==> src/rtl/cpu_alu.sv <==
// 16-bit datapath ALU: eight operations, result and {N,Z,F,L,C} flags
// registered with one cycle of latency.
module cpu_alu #(
  parameter int WIDTH = 16
) (
  input  logic             clk,
  input  logic             reset,
  input  logic [WIDTH-1:0] arg1,
  input  logic [WIDTH-1:0] arg2,
  input  logic [2:0]       aluop,
  output logic [WIDTH-1:0] result,
  output logic [4:0]       PSRwrite
);

  localparam logic [2:0] OP_ADD  = 3'd0;
  localparam logic [2:0] OP_SUB  = 3'd1;
  localparam logic [2:0] OP_OR   = 3'd2;
  localparam logic [2:0] OP_AND  = 3'd3;
  localparam logic [2:0] OP_XOR  = 3'd4;
  localparam logic [2:0] OP_NOT  = 3'd5;
  localparam logic [2:0] OP_MULT = 3'd6;
  localparam logic [2:0] OP_CMP  = 3'd7;

  localparam int MSB = WIDTH - 1;

  logic [WIDTH:0]     sum_ext;
  logic [WIDTH:0]     diff_ext;
  logic [2*WIDTH-1:0] prod;
  logic               add_ovf;
  logic               sub_ovf;
  logic               borrow;

  logic [WIDTH-1:0]   result_next;
  logic               n_next;
  logic               z_next;
  logic               f_next;
  logic               l_next;
  logic               c_next;

  logic [WIDTH-1:0]   result_reg;
  logic [4:0]         flags_reg;

  // Shared adder/subtractor; the extra top bit is carry-out or borrow.
  assign sum_ext  = {1'b0, arg1} + {1'b0, arg2};
  assign diff_ext = {1'b0, arg1} - {1'b0, arg2};
  assign prod     = {{WIDTH{1'b0}}, arg1} * {{WIDTH{1'b0}}, arg2};
  assign borrow   = diff_ext[WIDTH];

  assign add_ovf = (arg1[MSB] == arg2[MSB]) && (sum_ext[MSB] != arg1[MSB]);
  assign sub_ovf = (arg1[MSB] != arg2[MSB]) && (diff_ext[MSB] != arg1[MSB]);

  always_comb begin
    result_next = '0;
    n_next      = 1'b0;
    f_next      = 1'b0;
    l_next      = 1'b0;
    c_next      = 1'b0;
    case (aluop)
      OP_ADD: begin
        result_next = sum_ext[WIDTH-1:0];
        c_next      = sum_ext[WIDTH];
        f_next      = add_ovf;
      end
      OP_SUB: begin
        result_next = diff_ext[WIDTH-1:0];
        c_next      = borrow;
        f_next      = sub_ovf;
      end
      OP_OR:   result_next = arg1 | arg2;
      OP_AND:  result_next = arg1 & arg2;
      OP_XOR:  result_next = arg1 ^ arg2;
      OP_NOT:  result_next = ~arg1;
      OP_MULT: begin
        result_next = prod[WIDTH-1:0];
        c_next      = |prod[2*WIDTH-1:WIDTH];
      end
      default: begin
        result_next = diff_ext[WIDTH-1:0];
        l_next      = borrow;
      end
    endcase
    // Signed less-than for CMP: the difference sign corrected by overflow.
    if (aluop == OP_CMP)
      n_next = diff_ext[MSB] ^ sub_ovf;
    else
      n_next = result_next[MSB];
    z_next = (result_next == '0);
  end

  always_ff @(posedge clk) begin
    if (!reset) begin
      result_reg <= '0;
      flags_reg  <= 5'b00000;
    end else begin
      result_reg <= result_next;
      flags_reg  <= {n_next, z_next, f_next, l_next, c_next};
    end
  end

  assign result   = result_reg;
  assign PSRwrite = flags_reg;

endmodule

==> config.mk <==
export PLATFORM = sky130hd
export DESIGN_NAME = cpu_alu
export DESIGN_NICKNAME = d
export VERILOG_FILES = /design/src/rtl/cpu_alu.sv
export SDC_FILE = /design/constraint.sdc
export NUM_CORES = 1
export LEC_CHECK = 0
export ABC_CLOCK_PERIOD_IN_PS = 13000
export BUFFER_PORTS_ARGS = -buffer_cell sky130_fd_sc_hd__buf_4
export CORE_MARGIN = 1
export CORE_UTILIZATION = 40
export CTS_BUF_LIST = sky130_fd_sc_hd__clkbuf_8
export DETAILED_ROUTE_END_ITERATION = 10
export PLACE_DENSITY_LB_ADDON = 0.15
export SLEW_MARGIN = 15
export SYNTH_ARGS = -nofsm -noshare
export SYNTH_HDL_FRONTEND = slang
export SYNTH_SLANG_ARGS = --single-unit
==> constraint.sdc <==
create_clock -name clk -period 13 [get_ports clk]
set_clock_uncertainty 0.2 [all_clocks]
set_input_delay 1.3 -clock clk [delete_from_list [all_inputs] [get_ports clk]]
set_output_delay 1.3 -clock clk [all_outputs]
set_load 0.005 [all_outputs]
==> flow_summary.toml, run 1 <==
[timing]
rsz0062_at_grt = "false"
worst_slew_pin_slew_ns = 0.8808
fmax_ghz = 0.1230
hold_viol_final = 0
fin_crit_sh = 0.6252
maxSlewHeadroom = 0.3976
period_needed_ns = 8.127
fin_tns_setup_ns = 0
setup_viol = 0
drv_slew = 0

[power]
power_switching_mw = 2.138
p_comb_frac = 0.965
powerDensity_mw_per_mm2 = 285.9
seq_power_share = 0.022
total_power_mw = 3.524
ir_worst_vdd_mv = 0.5918
leakagePower_nw = 6.005
p_sw_frac = 0.6068
pwr-share-clk = 0.013
intPower_mw = 1.386

[finish]
final_common_cell = "inv_1"
final_cell_mix = "inv_1 (252), fa_1 (197), nor2_1 (171)"
drive_gt1_frac = 0.05992
area_growth_pct = 5.731
fill_cells = 3018
final_nets = 1839
final_area_mm2 = 0.01233
antenna_cells = 0
largest_reg_flops = 16

[global_route]
grt_use_met2 = 0.4746
busiest_layer = "met2"
grt_pass1_vias = 10690
grt_usage = 0.2772
grtUsageMet1 = 0.3789
grt_max_degree = 47
use_met3 = 0.02726
grt_pass1_wl_mm = 63.60
antenna_found_initial = 0
overflow = 0

[drt]
route.detailed.drc = 0
dr_total_vias = 10310
dr.first_iter.drc_count = 802
avgViaCountPerCell = 5.618
ant_nets = 0
routedWlPerCell_um = 21.77
dr.pass1.iters = 6
drt-total-wl_mm = 39.97

[flow_run]
drv_cap = 0

[clock_tree]
cts.clk_slew.worst_paths_ns = 0.08
cts_resized = 0
cts_sinks = 21
clockBufferDepth = 2
hold_buffers = 0
cts_tree = "done"
htreeDepth = 1
root_buffer = "clkbuf_8"
post_cts_buffers = 0
numCtsBuffers = 3

[synth]
synthFlopType = "dfxtp_1"
synth_edf_count = 0
synth.avg_cell_area_um2 = 7.985
syn_inst = 1460
syn_area_mm2 = 0.01166
yosys_warnings = 0
synth.net_count = 1846
synth.distinct_cells = 78
synth-seq-area-share = 0.03606
yosys_register_bits = 21
ys_async_sr_fraction = 0

[setup_path]
criticalPathCategory = "in -> reg"
crit_required_ns = 12.94
start_kind = "primary input"
end_kind = "register"
crit_fanout = 12
cp_data_arrival_time_ns = 8.07

[floorplanning]
fp.coreArea_mm2 = 0.02870
die_w_um = 172.7
dieArea_mm2 = 0.02983
start_util = 0.4062
rows = 62
boundaryPins = 58
die_h_um = 172.7

[outcome]
status = "complete, no violations"

[worst_hold_path]
min_path_type = "in -> reg"

[placed_design]
place_area_mm2 = 0.01228
routabilityCongestion = 0.9288
hpwl_mm = 32.93
buffer_ports.inserted = 57
metal layers:
layer,vias up,share of wire
met2,353,0.49
met3,55,0.055
met1,5186,0.43
li1,4720,-
met5,-,0
met4,0,0.022
area by class of cell:
type | instances | area [um^2] | area share
Clock buffer | 3 | 41.29 | 0.003350
Clock inverter | 1 | 5.005 | 0.0004060
Inverter | 268 | 1006 | 0.08161
Multi-Input combinational cell | 1101 | 9938 | 0.8062
Sequential cell | 21 | 420.4 | 0.03410
Tap cell | 384 | 480.5 | 0.03898
Timing Repair Buffer | 58 | 435.4 | 0.03532
critical path: stages:
cell and delay [ns]:
buf_4 0.15, inv_1 0.44, nor2_1 0.14, fa_1 0.55
inv_1 0.05, fa_1 0.45, fa_1 0.52, inv_1 0.06
fa_1 0.52, fa_1 0.50, inv_1 0.05, fa_1 0.49
inv_1 0.05, ha_1 0.38, a21oi_1 0.39, o311ai_0 0.36
o2111ai_1 0.27, o211ai_1 0.22, a41oi_1 0.36, o32ai_1 0.14
a2111oi_0 0.33, and4b_1 0.26, a211oi_1 0.07
synth_stat cells (4+ instances only):
cell | instances | share of area
xnor2_1 | 11 | 0.0083
nand3_1 | 25 | 0.011
o211ai_1 | 12 | 0.0077
o21ai_0 | 47 | 0.020
buf_2 | 5 | 0.0021
a22oi_1 | 4 | 0.0026
ha_1 | 152 | 0.16
o21a_1 | 11 | 0.0071
and2_1 | 9 | 0.0048
a221oi_1 | 4 | 0.0030
a211o_1 | 5 | 0.0038
clkbuf_1 | 57 | 0.018
nand4_1 | 15 | 0.0080
o21bai_1 | 6 | 0.0039
nor2b_1 | 13 | 0.0070
or3_1 | 9 | 0.0048
nand2b_1 | 13 | 0.0070
inv_1 | 252 | 0.081
nor2_1 | 171 | 0.055
nand2_1 | 163 | 0.052
o221ai_1 | 6 | 0.0045
a211oi_1 | 14 | 0.0090
dfxtp_1 | 21 | 0.036
clkinv_1 | 16 | 0.0052
mux2i_1 | 4 | 0.0034
fa_1 | 197 | 0.34
o221a_2 | 4 | 0.0039
buf_1 | 4 | 0.0013
o31ai_1 | 4 | 0.0026
a21oi_1 | 63 | 0.027
xor2_1 | 12 | 0.0090
nor3_1 | 15 | 0.0064
o22ai_1 | 15 | 0.0080
a31oi_1 | 9 | 0.0048
a21o_1 | 19 | 0.012
stage by stage:
stage	worst slack (ns)	hold WS, ns	utilization	std cells
after floorplan	5.662	1.218	-	1460
after global placement	4.723	1.375	0.4279	1832
after detailed placement	4.667	1.375	0.4279	1832
after CTS	4.952	1.084	0.4295	1836
after global routing	4.551	1.097	0.4295	1836
final	4.873	1.090	0.4295	1836
final timing paths:
path	end	slack (ns)	cells after the start	from
max	PSRwrite[0]$_SDFF_PN0_	4.87	23	arg2[4]
min	result[5]$_SDFF_PN0_	1.09	2	reset
power groups by stage:
stage | logic, mW | registers [mW] | clock network [mW]
3_3_place_gp | 3.37 | 0.0803 | 0
6_report | 3.40 | 0.0789 | 0.0460
4_1_cts | 3.38 | 0.0792 | 0.0476
2_1_floorplan | 2.46 | 0.0816 | 0
3_5_place_dp | 3.34 | 0.0807 | 0
5_1_grt | 3.80 | 0.0801 | 0.0516
kinds of logic (layout without fill, tap and decap cells):
logic type      count (synthesis)  count (layout)  share of synthesized area
compound gates                265             265                     0.1530
simple gates                  457             457                     0.1734
buf+inv                       338             330                     0.1115
mux                             7               7                   0.007298
flops                          21              21                    0.03606
fa+ha+maj                     349             349                     0.5014
xor+xnor                       23              23                    0.01728
No activity file was read; power rests on OpenSTA's default activity.
==> run 2: changes to the inputs <==
Settings changed: ABC_CLOCK_PERIOD_IN_PS 13000 to 7800.
Clock period 13 ns to 7.8 ns, I/O delays scaled along.
==> run 2 against run 1 <==
Worst setup slack worse by 4.3 ns. Flip-flop and latch count is the same. Die area stayed put. Hold slack worse by 0.51 ns. Combinational power up 68%. Largest cell class unchanged. Largest power group unchanged. Highest routed layer unchanged. First-iteration DRC count fell by 9.0%. Total power is 68% higher. Non-clock buffer count up 28.
==> flow_summary.toml, run 2 (synthesis gave the netlist of run 1 again) <==
[timing]
whs_ns = 0.5773
rsz0062_at_grt = "false"
setup_viol = 0
fmax_ghz = 0.1378
worst_slew_pin_slew_ns = 0.8765
drv_slew = 0
hold_viol_final = 0
fin_tns_setup_ns = 0
period_needed_ns = 7.257
fin_crit_sh = 0.9304
maxSlewHeadroom = 0.4125

[drt]
dr.first_iter.drc_count = 730
routedWlPerCell_um = 21.29
route.detailed.drc = 0
ant_nets = 0
dr_total_vias = 10440
dr.pass1.iters = 5
drt-total-wl_mm = 39.71
avgViaCountPerCell = 5.597

[power]
leakagePower_nw = 6.140
total_power_mw = 5.932
powerDensity_mw_per_mm2 = 473.1
ir_worst_vdd_mv = 0.7825

[setup_path]
crit_required_ns = 7.75
crit_buf_inv = 6
path_cells = "buf_4 -> inv_1 -> nor2_1 -> fa_1 -> inv_1 -> fa_1 -> fa_1 -> fa_1 -> inv_1 -> fa_1 -> inv_1 -> fa_1 -> inv_1 -> ha_1 -> nand4_1 -> o21ai_0 -> o21ai_1 -> a2111oi_0 -> o32ai_1 -> a2111oi_0 -> and4b_1 -> a211oi_1"
critPathTopFamily = "adder cells"
crit_fanout = 12
end_kind = "register"
cp_data_arrival_time_ns = 7.21
criticalPathCategory = "in -> reg"
start_kind = "primary input"
critPathMaxStageDelay_ns = 0.57
slowest_stage = "a2111oi_0"
crit_top_cell = "fa_1"

[finish]
register_area_um2 = 420.4
final_cell_mix = "inv_1 (252), fa_1 (197), nor2_1 (171)"
area_growth_pct = 7.555
layout.cells.non_filler = 1865
largest_reg_flops = 16
final_common_cell = "inv_1"
multiInputGateArea_mm2 = 0.009938
drive_gt1_frac = 0.07770
final_nets = 1867
fill_cells = 3013

[placed_design]
buffer_ports.inserted = 57
hpwl_mm = 33.28
routabilityCongestion = 0.9143
dp_cells = 1860

[global_route]
grt_pass1_vias = 10710
grt_max_degree = 47
antenna_found_initial = 0
grt_pass1_wl_mm = 63.11
grt_usage = 0.2746
overflow = 0

[flow_run]
drv_cap = 0

[outcome]
status = "complete, no violations"

[clock_tree]
root_buffer = "clkbuf_8"
clockBufferDepth = 2
cts_tree = "done"
numCtsBuffers = 3
hold_buffers = 0
cts.clk_slew.worst_paths_ns = 0.09
cts_sinks = 21
cts_resized = 0
post_cts_buffers = 0
htreeDepth = 1

[floorplanning]
dieArea_mm2 = 0.02983
boundaryPins = 58
fp.coreArea_mm2 = 0.02870
die_h_um = 172.7
start_util = 0.4062
die_w_um = 172.7
rows = 62

[worst_hold_path]
min_path_type = "in -> reg"
## run 2: cell types whose count changed in the layout (fill, tap and decap cells not counted)
cell	delta
buf_4	+28
diode_2	+1
## run 2: metrics by stage
step           area (um^2)    util  worst slack, ns
2_1_floorplan        11660       -           0.9822
3_3_place_gp         12490  0.4352           0.3799
3_5_place_dp         12490  0.4352           0.3264
4_1_cts              12540  0.4368           0.6107
5_1_grt              12540  0.4368           0.1221
6_report             12540  0.4369           0.5430
## run 2: where the power goes
part	total [mW]	switching, mW	internal [mW]	leakage (nW)
combinational	5.72	3.53	2.20	5.94
clock	0.0761	0.0403	0.0358	0.0255
sequential	0.131	0.00502	0.126	0.174
total	5.93	3.57	2.36	6.14
## run 2: layout make-up
cell class                      count  share of cell area
Sequential cell                    21             0.03353
Antenna cell                        1           0.0001996
Timing Repair Buffer               86             0.05149
Clock buffer                        3            0.003293
Tap cell                          384             0.03832
Clock inverter                      1           0.0003991
Inverter                          268             0.08022
Multi-Input combinational cell   1101              0.7926
## run 2: layer usage
layer,share of wire,vias up,global-route usage
met5,0,-,0
met4,0.027,0,0.07190
met3,0.062,67,0.02968
met2,0.48,397,0.4632
met1,0.43,5212,0.3746
li1,-,4762,-
## run 2: worst paths after layout
path	endpoint	startpoint	depth (start not counted)
hold / removal	result[0]$_SDFF_PN0_	reset	2
setup / recovery	PSRwrite[0]$_SDFF_PN0_	arg2[4]	22
